[src/rtl/ras_ckpt_stack.sv]
// Circular return address stack with flush, overflow/underflow pulses and optional
// per-ticket checkpoint/restore, enabled by defining RAS_CKPT_EN.
module ras_ckpt_stack #(
  parameter int PC_BITS     = 32,
  parameter int RAS_DEPTH   = 8,
  parameter int TICKET_NUM  = 8,
  parameter int CNT_BITS    = $clog2(RAS_DEPTH + 1),
  parameter int TICKET_BITS = $clog2(TICKET_NUM)
) (
  input  logic                   clk,
  input  logic                   rst_n,
  input  logic                   flush_i,
  input  logic                   push_i,
  input  logic [PC_BITS-1:0]     push_addr_i,
  input  logic                   pop_i,
  input  logic                   ckpt_save_i,
  input  logic [TICKET_BITS-1:0] ckpt_save_id_i,
  input  logic                   ckpt_restore_i,
  input  logic [TICKET_BITS-1:0] ckpt_restore_id_i,
  output logic [PC_BITS-1:0]     top_addr_o,
  output logic                   top_valid_o,
  output logic [CNT_BITS-1:0]    count_o,
  output logic                   overflow_o,
  output logic                   underflow_o
);

  localparam int PTR_BITS = $clog2(RAS_DEPTH);
  localparam logic [CNT_BITS-1:0] FULL = CNT_BITS'(RAS_DEPTH);

  logic [PC_BITS-1:0]  entry_q [RAS_DEPTH];
  logic [PTR_BITS-1:0] tos_q;
  logic [CNT_BITS-1:0] count_q;
  logic                overflow_q;
  logic                underflow_q;

  logic [PTR_BITS-1:0] tos_inc;
  logic [PTR_BITS-1:0] tos_dec;
  logic                do_flush;
  logic                do_restore;
  logic                do_replace;
  logic                do_push;
  logic                do_pop;
  logic [PTR_BITS-1:0] rest_tos;
  logic [CNT_BITS-1:0] rest_cnt;
  logic [PC_BITS-1:0]  rest_top;

  assign tos_inc = tos_q + 1'b1;
  assign tos_dec = tos_q - 1'b1;

`ifdef RAS_CKPT_EN
  logic [PTR_BITS-1:0] ck_tos_q [TICKET_NUM];
  logic [CNT_BITS-1:0] ck_cnt_q [TICKET_NUM];
  logic [PC_BITS-1:0]  ck_top_q [TICKET_NUM];

  assign do_flush   = flush_i;
  assign do_restore = ckpt_restore_i & ~flush_i;
  assign rest_tos   = ck_tos_q[ckpt_restore_id_i];
  assign rest_cnt   = ck_cnt_q[ckpt_restore_id_i];
  assign rest_top   = ck_top_q[ckpt_restore_id_i];

  // Snapshot is taken from pre-update state, so a same-cycle push/pop is not captured.
  always_ff @(posedge clk or negedge rst_n) begin
    if (!rst_n) begin
      for (int i = 0; i < TICKET_NUM; i++) begin
        ck_tos_q[i] <= '0;
        ck_cnt_q[i] <= '0;
        ck_top_q[i] <= '0;
      end
    end else if (ckpt_save_i && !flush_i && !ckpt_restore_i) begin
      ck_tos_q[ckpt_save_id_i] <= tos_q;
      ck_cnt_q[ckpt_save_id_i] <= count_q;
      ck_top_q[ckpt_save_id_i] <= entry_q[tos_q];
    end
  end
`else
  logic unused_ckpt;

  assign do_flush    = flush_i | ckpt_restore_i;
  assign do_restore  = 1'b0;
  assign rest_tos    = '0;
  assign rest_cnt    = '0;
  assign rest_top    = '0;
  assign unused_ckpt = ckpt_save_i ^ (^ckpt_save_id_i) ^ (^ckpt_restore_id_i);
`endif

  // Push+pop on an empty stack degrades to a plain push.
  assign do_replace = ~do_flush & ~do_restore & push_i & pop_i & (count_q != '0);
  assign do_push    = ~do_flush & ~do_restore & push_i & ~do_replace;
  assign do_pop     = ~do_flush & ~do_restore & pop_i & ~push_i;

  always_ff @(posedge clk or negedge rst_n) begin
    if (!rst_n) begin
      for (int i = 0; i < RAS_DEPTH; i++) entry_q[i] <= '0;
      tos_q       <= '0;
      count_q     <= '0;
      overflow_q  <= 1'b0;
      underflow_q <= 1'b0;
    end else begin
      overflow_q  <= 1'b0;
      underflow_q <= 1'b0;
      if (do_flush) begin
        tos_q   <= '0;
        count_q <= '0;
      end else if (do_restore) begin
        tos_q             <= rest_tos;
        count_q           <= rest_cnt;
        entry_q[rest_tos] <= rest_top;
      end else if (do_replace) begin
        entry_q[tos_q] <= push_addr_i;
      end else if (do_push) begin
        tos_q            <= tos_inc;
        entry_q[tos_inc] <= push_addr_i;
        if (count_q == FULL) overflow_q <= 1'b1;
        else count_q <= count_q + 1'b1;
      end else if (do_pop) begin
        if (count_q != '0) begin
          tos_q   <= tos_dec;
          count_q <= count_q - 1'b1;
        end else begin
          underflow_q <= 1'b1;
        end
      end
    end
  end

  assign top_addr_o  = entry_q[tos_q];
  assign top_valid_o = (count_q != '0);
  assign count_o     = count_q;
  assign overflow_o  = overflow_q;
  assign underflow_o = underflow_q;

endmodule
[config.mk]
export PLATFORM = sky130hd
export DESIGN_NAME = ras_ckpt_stack
export DESIGN_NICKNAME = d
export VERILOG_FILES = /design/src/rtl/ras_ckpt_stack.sv
export SDC_FILE = /design/constraint.sdc
export NUM_CORES = 1
export LEC_CHECK = 0
export CELL_PAD_IN_SITES_DETAIL_PLACEMENT = 1
export CELL_PAD_IN_SITES_GLOBAL_PLACEMENT = 2
export CORE_MARGIN = 3
export CORE_UTILIZATION = 42
export DETAILED_ROUTE_END_ITERATION = 8
export MAX_ROUTING_LAYER = met4
export PLACE_DENSITY = 0.81
export SYNTH_ARGS = -nofsm -noshare
export SYNTH_HDL_FRONTEND = slang
export SYNTH_SLANG_ARGS = --single-unit
[constraint.sdc]
create_clock -name clk -period 2.9 [get_ports clk]
set_clock_uncertainty 0.15 [all_clocks]
set_input_delay 0.29 -clock clk [delete_from_list [all_inputs] [get_ports clk]]
set_output_delay 0.29 -clock clk [all_outputs]
set_load 0.02 [all_outputs]
==> summary.txt, run 1 <==
Clock tree
  • Clock sinks: 265
  • Clk Latency, worst-skew pair: 550 ps
  • CTS root buf: clkbuf_16
  • Clk buf depth: 3
  • H-Tree Depth: 1
  • Clock transition at path regs: 60 ps
  • CTS buffer count: 30
  • CTS tree: done

Placed design
  • RD Place Congestion: 0.807
  • Post-Place Cells: 1,401
  • Final HPWL DP: 23,100 um
  • Buffers on Ports: 76

Finish
  • Layout area overhead: 23.8%
  • Area of the multi-input gates: 5790 sq um
  • Share of layout cells above drive strength 1: 36.9%
  • Register area: 6640 sq um
  • Nets: 1,115
  • # diodes: 0
  • Non-filler instance count after layout: 1,474
  • Fillers: 2,860

Synthesis
  • Biggest area consumer among synthesized cells: dfrtp_1
  • Ranking of synthesized cells by area: dfrtp_1 (52%), mux2_4 (11%), mux2_2 (7.3%)
  • Ys async rst share: 100%
  • Avg Cell Area, Syn: 13.5 sq um
  • Syn Nets: 989
  • Number of flops mapped to enable cells by yosys: 0
  • Cell area after synthesis: 12,700 sq um
  • Synth Warn #: 0
  • Most used DFF post-synth: dfrtp_1
  • Count leader, synth: dfrtp_1
  • Cell count after synthesis: 940
  • Seq cells post-synth: 265
  • Most frequent cells after synthesis: dfrtp_1 (265), a22o_1 (105), mux2_4 (90)
  • Cell variety after synth: 54
  • Seq/Total Area, Yosys: 52.3%
  • Post-synth top area share: 52.3%

Power and ir drop
  • Sequential Power Share: 40.5%
  • Static Leakage: 0.00747 uW
  • Clock share of power: 33.9%
  • Sw frac: 29.1%
  • Comb power frac: 25.6%
  • P_int: 8780 uW
  • PD cells: 790 nW/um^2
  • Sw power: 3610 uW
  • Peak VDD IR: 0.000597 V

Route
  • Residual DRC: 0
  • DR WL/cell: 25.7 um
  • Post-route ant nets: 0
  • Drt total wl: 37,900 um
  • Vias after detailed routing: 8,866
  • Drt pass-1 iters: 5
  • First-iteration detailed-routing DRC count: 637
  • Vias per cell: 6.01

Worst setup path
  • Crit-path leading delay family: buffers and inverters
  • Crit path buf inv count: 6
  • CP max-delay cell: dfrtp_4
  • Crit path kind: reg2out
  • Crit path max fanout: 6
  • CP required: 2460 ps
  • Worst Path Arrival: 2430 ps
  • Worst reg2reg setup slack: 190 ps
  • Worst setup SP type: flop
  • Max incr delay on CP: 530 ps
  • Crit. End Element: output pin
  • Critical Path, Cell by Cell: buf_6 > buf_4 > buf_4 > nor3_4 > buf_4 > buf_4 > a22oi_1 > o21ai_1 > buf_4
  • CP most frequent cell: buf_4

Floorplan
  • Die area: 32,300 sq um
  • Die Wd: 180 um
  • Total core area: 29,200 sq um
  • IO Count: 84
  • Initial Util: 43.3%
  • Core Rows: 62
  • Die height: 180 um

Hold path
  • HP Class: in2async

Status
  • Status: finished, final reports clean

Timing
  • Max Freq: 0.349 GHz
  • Slew margin rel.: 60.5%
  • Tmin final: 2870 ps
  • RSZ-0062 raised after global routing: true
  • Hold WS: 153 ps
  • Final Hold Viols: 0
  • Fin crit share: 98.9%
  • Final Max Slew Viols: 0
  • Setup TNS: 0 ps
  • Worst-Margin Slew: 592 ps
  • Finish-stage setup viols: 0

GRT
  • Largest net degree at the start of global routing: 73
  • GRT Total Usage: 24.0%
  • First-pass GRT wire length: 59,700 um
  • Antenna violations before repair: 0
  • Vias in the first global route: 9,815
  • Grt ovf: 0

Run
  • Max Cap Viol: 0
==> cell families after synthesis <==
kind of cell	count (synthesis)	synth area share, %
DFF	265	52.3
muxes	221	23.4
AOI/OAI and AO/OA	217	13.9
and+or+nand+nor	147	5.75
buffers and inverters	79	3.73
xor gates and xnor gates	7	0.484
adders and majority gates	4	0.395
==> path summary, 6_finish.rpt <==
check	start	end	depth (start not counted)
worst max-delay path	tos_q[0]$_DFFE_PN0P_	top_addr_o[19]	9
worst min-delay path	rst_n	entry_q[244]$_DFFE_PN0P_	2
worst max register to register	tos_q[0]$_DFFE_PN0P_	entry_q[64]$_DFFE_PN0P_	8
worst min register to register	entry_q[81]$_DFFE_PN0P_	entry_q[81]$_DFFE_PN0P_	1
max in group asynchronous	rst_n	entry_q[93]$_DFFE_PN0P_	3
min in group clk	entry_q[81]$_DFFE_PN0P_	entry_q[81]$_DFFE_PN0P_	1
==> flip-flops by register name, summed over array words and instances, names as in the netlist <==
signal and cells:
underflow_o 1, entry_q 256, tos_q 3, count_o 4, overflow_o 1
==> layer usage <==
layer,share of wire (%),track usage [%],vias up
met5,0,-,-
met4,2.5,6.37,0
met3,4.6,3.48,64
met2,48,38.5,241
met1,45,32.2,4750
li1,-,-,3811
==> repair_timing <==
item                       4_1_cts  5_1_grt
hold endpoints to repair        67        0
cloned                           1        0
hold buffers                     1        0
pin swaps                        4        4
setup endpoints to repair       49      161
gates resized for setup        140       38
buffers inserted                13        3
==> placed cells by master (no fill, tap or decap), types with 6 or more instances in the layout <==
cell,count
mux2_4,90
a221o_1,7
buf_2,12
dfrtp_1,262
a221oi_1,15
clkdlybuf4s50_1,43
a21oi_1,18
nor2_1,38
a22o_1,104
clkbuf_1,9
clkbuf_8,6
buf_12,18
buf_6,12
mux2i_1,29
a22oi_1,10
clkbuf_16,31
o21ai_1,7
mux4_2,16
mux2_2,82
bufinv_16,6
a221oi_2,6
nand2_1,38
o21ai_0,11
and3_1,32
buf_4,66
==> worst reg2reg max path, cell delays in order, from the launching register on <==
cell	delay, ps
dfrtp_4	480
clkinv_2	150
buf_4	200
ha_1	420
nor4_1	380
a21oi_2	80
nor2_4	120
buf_12	230
mux2_2	390
==> cell type report <==
class	count	area share [%]
sequential	265	42.3
clock inverter	10	1.29
timing repair buffer	170	10.6
multi-input combinational	596	36.9
tap	384	3.06
clock buffer	46	5.69
inverter	3	0.0878
==> power by group through the flow <==
stage                     clock network, uW  registers [uW]  logic [uW]
after floorplan                           0            4880        2040
after CTS                              4250            5010        3180
after detailed placement                  0            5050        3180
after global routing                   4430            5120        3430
final                                  4200            5020        3170
after global placement                    0            5000        3100
==> through the flow <==
step | total power [uW] | setup WS (ps) | instance area (sq um) | util, %
6_report | 12400 | 30.9 | 15700 | 53.6
5_1_grt | 13000 | -44.1 | 15700 | 53.6
4_1_cts | 12400 | -38.4 | 15600 | 53.4
3_5_place_dp | 8230 | -25.2 | 14300 | 48.7
3_3_place_gp | 8100 | 40.6 | 14300 | 48.7
2_1_floorplan | 6920 | 251 | 12700 | -
(Power assumes the default switching activity.)
==> run 2: changes to the inputs <==
--- a/config.mk
+++ b/config.mk
@@ -9,6 +9,7 @@
 export CELL_PAD_IN_SITES_GLOBAL_PLACEMENT = 2
 export CORE_MARGIN = 3
 export CORE_UTILIZATION = 42
+export CTS_BUF_LIST = sky130_fd_sc_hd__clkbuf_4 sky130_fd_sc_hd__clkbuf_8 sky130_fd_sc_hd__clkbuf_16
 export DETAILED_ROUTE_END_ITERATION = 8
 export MAX_ROUTING_LAYER = met4
 export PLACE_DENSITY = 0.81
==> run 2 against run 1 <==
Against the previous run:
- fmax decreased by 1.1%
- first-iteration DRC count decreased by 6.3%
- sequential power about the same
- worst hold slack got worse by 1.3 ps
- die area unchanged
- critical endpoint unchanged
- highest routed layer unchanged
==> summary.txt, run 2 (same netlist as run 1, synthesis figures left out) <==
Floorplan
  • Total core area: 29,200 sq um (unchanged)
  • Die Wd: 180 um (unchanged)
  • Initial Util: 43.3% (unchanged)
  • IO Count: 84 (unchanged)
  • Core Rows: 62 (unchanged)
  • Die area: 32,300 sq um (unchanged)
  • Die height: 180 um (unchanged)

Clock tree
  • CTS buffer count: 30 (unchanged)
  • H-Tree Depth: 1 (unchanged)
  • Clock transition at path regs: 60 ps (about the same)
  • CTS root buf: clkbuf_16 (unchanged)
  • Clk Latency, worst-skew pair: 550 ps (about the same)
  • Clock sinks: 265 (unchanged)
  • Clk buf depth: 3 (unchanged)
  • CTS tree: done (unchanged)

Route
  • Vias per cell: 5.98 (was 6.01)
  • Vias after detailed routing: 8,809 (was 8,866)
  • Post-route ant nets: 0 (unchanged)
  • Drt pass-1 iters: 5 (unchanged)
  • First-iteration detailed-routing DRC count: 597 (was 637)
  • Drt total wl: 37,900 um (about the same)
  • DR WL/cell: 25.7 um (about the same)
  • Residual DRC: 0 (unchanged)

Worst setup path
  • Max incr delay on CP: 530 ps (about the same)
  • Critical Path Source: tos_q[0]$_DFFE_PN0P_ (unchanged)
  • Crit path max fanout: 6 (unchanged)
  • Crit path kind: reg2out (unchanged)
  • CP max-delay cell: dfrtp_4 (unchanged)
  • Crit. End Element: output pin (unchanged)
  • Crit-path leading delay family: buffers and inverters (unchanged)
  • Reg2Reg Depth: 8 (unchanged)
  • Critical Path, Cell by Cell: buf_6 > buf_4 > buf_4 > nor3_4 > buf_4 > buf_4 > a22oi_1 > o21ai_1 > buf_4 (unchanged)
  • CP required: 2460 ps (about the same)
  • R2R Path End: entry_q[64]$_DFFE_PN0P_ (unchanged)
  • CP most frequent cell: buf_4 (unchanged)
  • Worst reg2reg setup slack: 190 ps (about the same)
  • Worst setup SP type: flop (unchanged)
  • Worst Path Arrival: 2460 ps (was 2430 ps)
  • Crit path buf inv count: 6 (unchanged)
  • RR Startpoint: tos_q[0]$_DFFE_PN0P_ (unchanged)

Finish
  • # diodes: 0 (unchanged)
  • Share of layout cells above drive strength 1: 37.7% (was 36.9%)
  • Max reg flops: 256 (unchanged)
  • Nets: 1,115 (unchanged)
  • Most frequent cells in the layout: dfrtp_1 (262), a22o_1 (104), mux2_4 (90) (unchanged)
  • Commonest non-fill, non-tap cell in the layout: dfrtp_1 (unchanged)
  • Fin util: 53.7% (was 53.6%)
  • Layout area overhead: 24.0% (was 23.8%)
  • Most flop-heavy register: entry_q (unchanged)

Placed design
  • Pre-CTS WS: -25.2 ps (unchanged)
  • Buffers on Ports: 76 (unchanged)
  • RD Place Congestion: 0.807 (unchanged)
  • Final HPWL DP: 23,100 um (unchanged)

GRT
  • Largest net degree at the start of global routing: 73 (unchanged)
  • Antenna violations before repair: 0 (unchanged)
  • GRT Total Usage: 24.0% (about the same)
  • First-pass GRT wire length: 59,800 um (was 59,700 um)
  • Vias in the first global route: 9,813 (was 9,815)
  • Grt ovf: 0 (unchanged)

Timing
  • Worst-Margin Slew: 599 ps (was 592 ps)
  • Slew margin rel.: 60.1% (was 60.5%)
  • Final Max Slew Viols: 0 (unchanged)
  • Tmin final: 2900 ps (was 2870 ps)
  • Finish-stage setup viols: 0 (unchanged)
  • Max Freq: 0.345 GHz (was 0.349 GHz)
  • Setup WS post-layout: 0.252 ps (was 30.9 ps)
  • Fin crit share: 100% (was 98.9%)
  • Final Hold Viols: 0 (unchanged)
  • Setup TNS: 0 ps (unchanged)
  • RSZ-0062 raised after global routing: true (unchanged)

Run
  • Max Cap Viol: 0 (unchanged)

Power and ir drop
  • Peak VDD IR: 0.000596 V (was 0.000597 V)
  • Static Leakage: 0.00750 uW (was 0.00747 uW)
  • PD cells: 794 nW/um^2 (was 790 nW/um^2)

Hold path
  • HP Class: in2async (unchanged)

Status
  • Status: finished, final reports clean (unchanged)
## run 2: cell counts in the layout (fill, tap and decap cells not counted)
Identical to the previous run, type by type.
## run 2: stage by stage
| stage | instances | power [uW] | hold WS [ps] | cell area (sq um) |
|---|---|---|---|---|
| after global placement | 1401 | 8100 | 153 | 14300 |
| final | 1474 | 12500 | 152 | 15700 |
| after global routing | 1474 | 13100 | 193 | 15700 |
| after detailed placement | 1401 | 8230 | 158 | 14300 |
| after CTS | 1472 | 12500 | 173 | 15700 |
| after floorplan | 940 | 6920 | -156 | 12700 |
## run 2: metal layers
metal  wire length [um]  share of wire [%]  vias to the layer above  track usage [%]
li1                   -                  -                     3807                -
met1              17100                 45                     4671             32.3
met2              18000                 47                      267             38.5
met3               1920                5.1                       64             3.48
met4                925                2.4                        0             6.37
met5                  0                  0                        -                -
## run 2: repair_timing
action,CTS,global route
cloned,1,0
buffers inserted,13,3
hold endpoints to repair,67,0
resized for setup,140,38
pin swaps,4,4
hold buffers,1,0
endpoints found under the setup margin,49,161
## run 2: cell type report
class / instances / area, sq um
clock buffers: 46 / 926
clock inverters: 10 / 203
flip-flops and latches: 265 / 6640
repair buffers: 170 / 1660
fillers: 2861 / 13500
multi-input cells: 596 / 5790
well taps: 384 / 480
inverters: 3 / 13.8
## run 2: worst register-to-register path, delay by kind of cell, from the launching register on
family / cells / cell delay [ps]
fa+ha+maj: 1 / 420
flops: 1 / 480
buf+inv: 3 / 580
simple gates: 2 / 500
mux: 1 / 390
compound gates: 1 / 80
## run 2: worst max-delay path by stage
stage / to / slack (ps) / cells after the start
after floorplan: entry_q[225]$_DFFE_PN0P_ / 250 / 10
after global placement: entry_q[37]$_DFFE_PN0P_ / 40 / 9
after detailed placement: entry_q[41]$_DFFE_PN0P_ / -30 / 9
after CTS: top_addr_o[15] / -40 / 6
after global routing: top_addr_o[0] / -40 / 7
final: top_addr_o[19] / 0.3 / 9
## run 2: power breakdown
part	switching [uW]	internal, uW
Clock	1560	2720
Combinational	1550	1620
Sequential	501	4520
Total	3610	8860
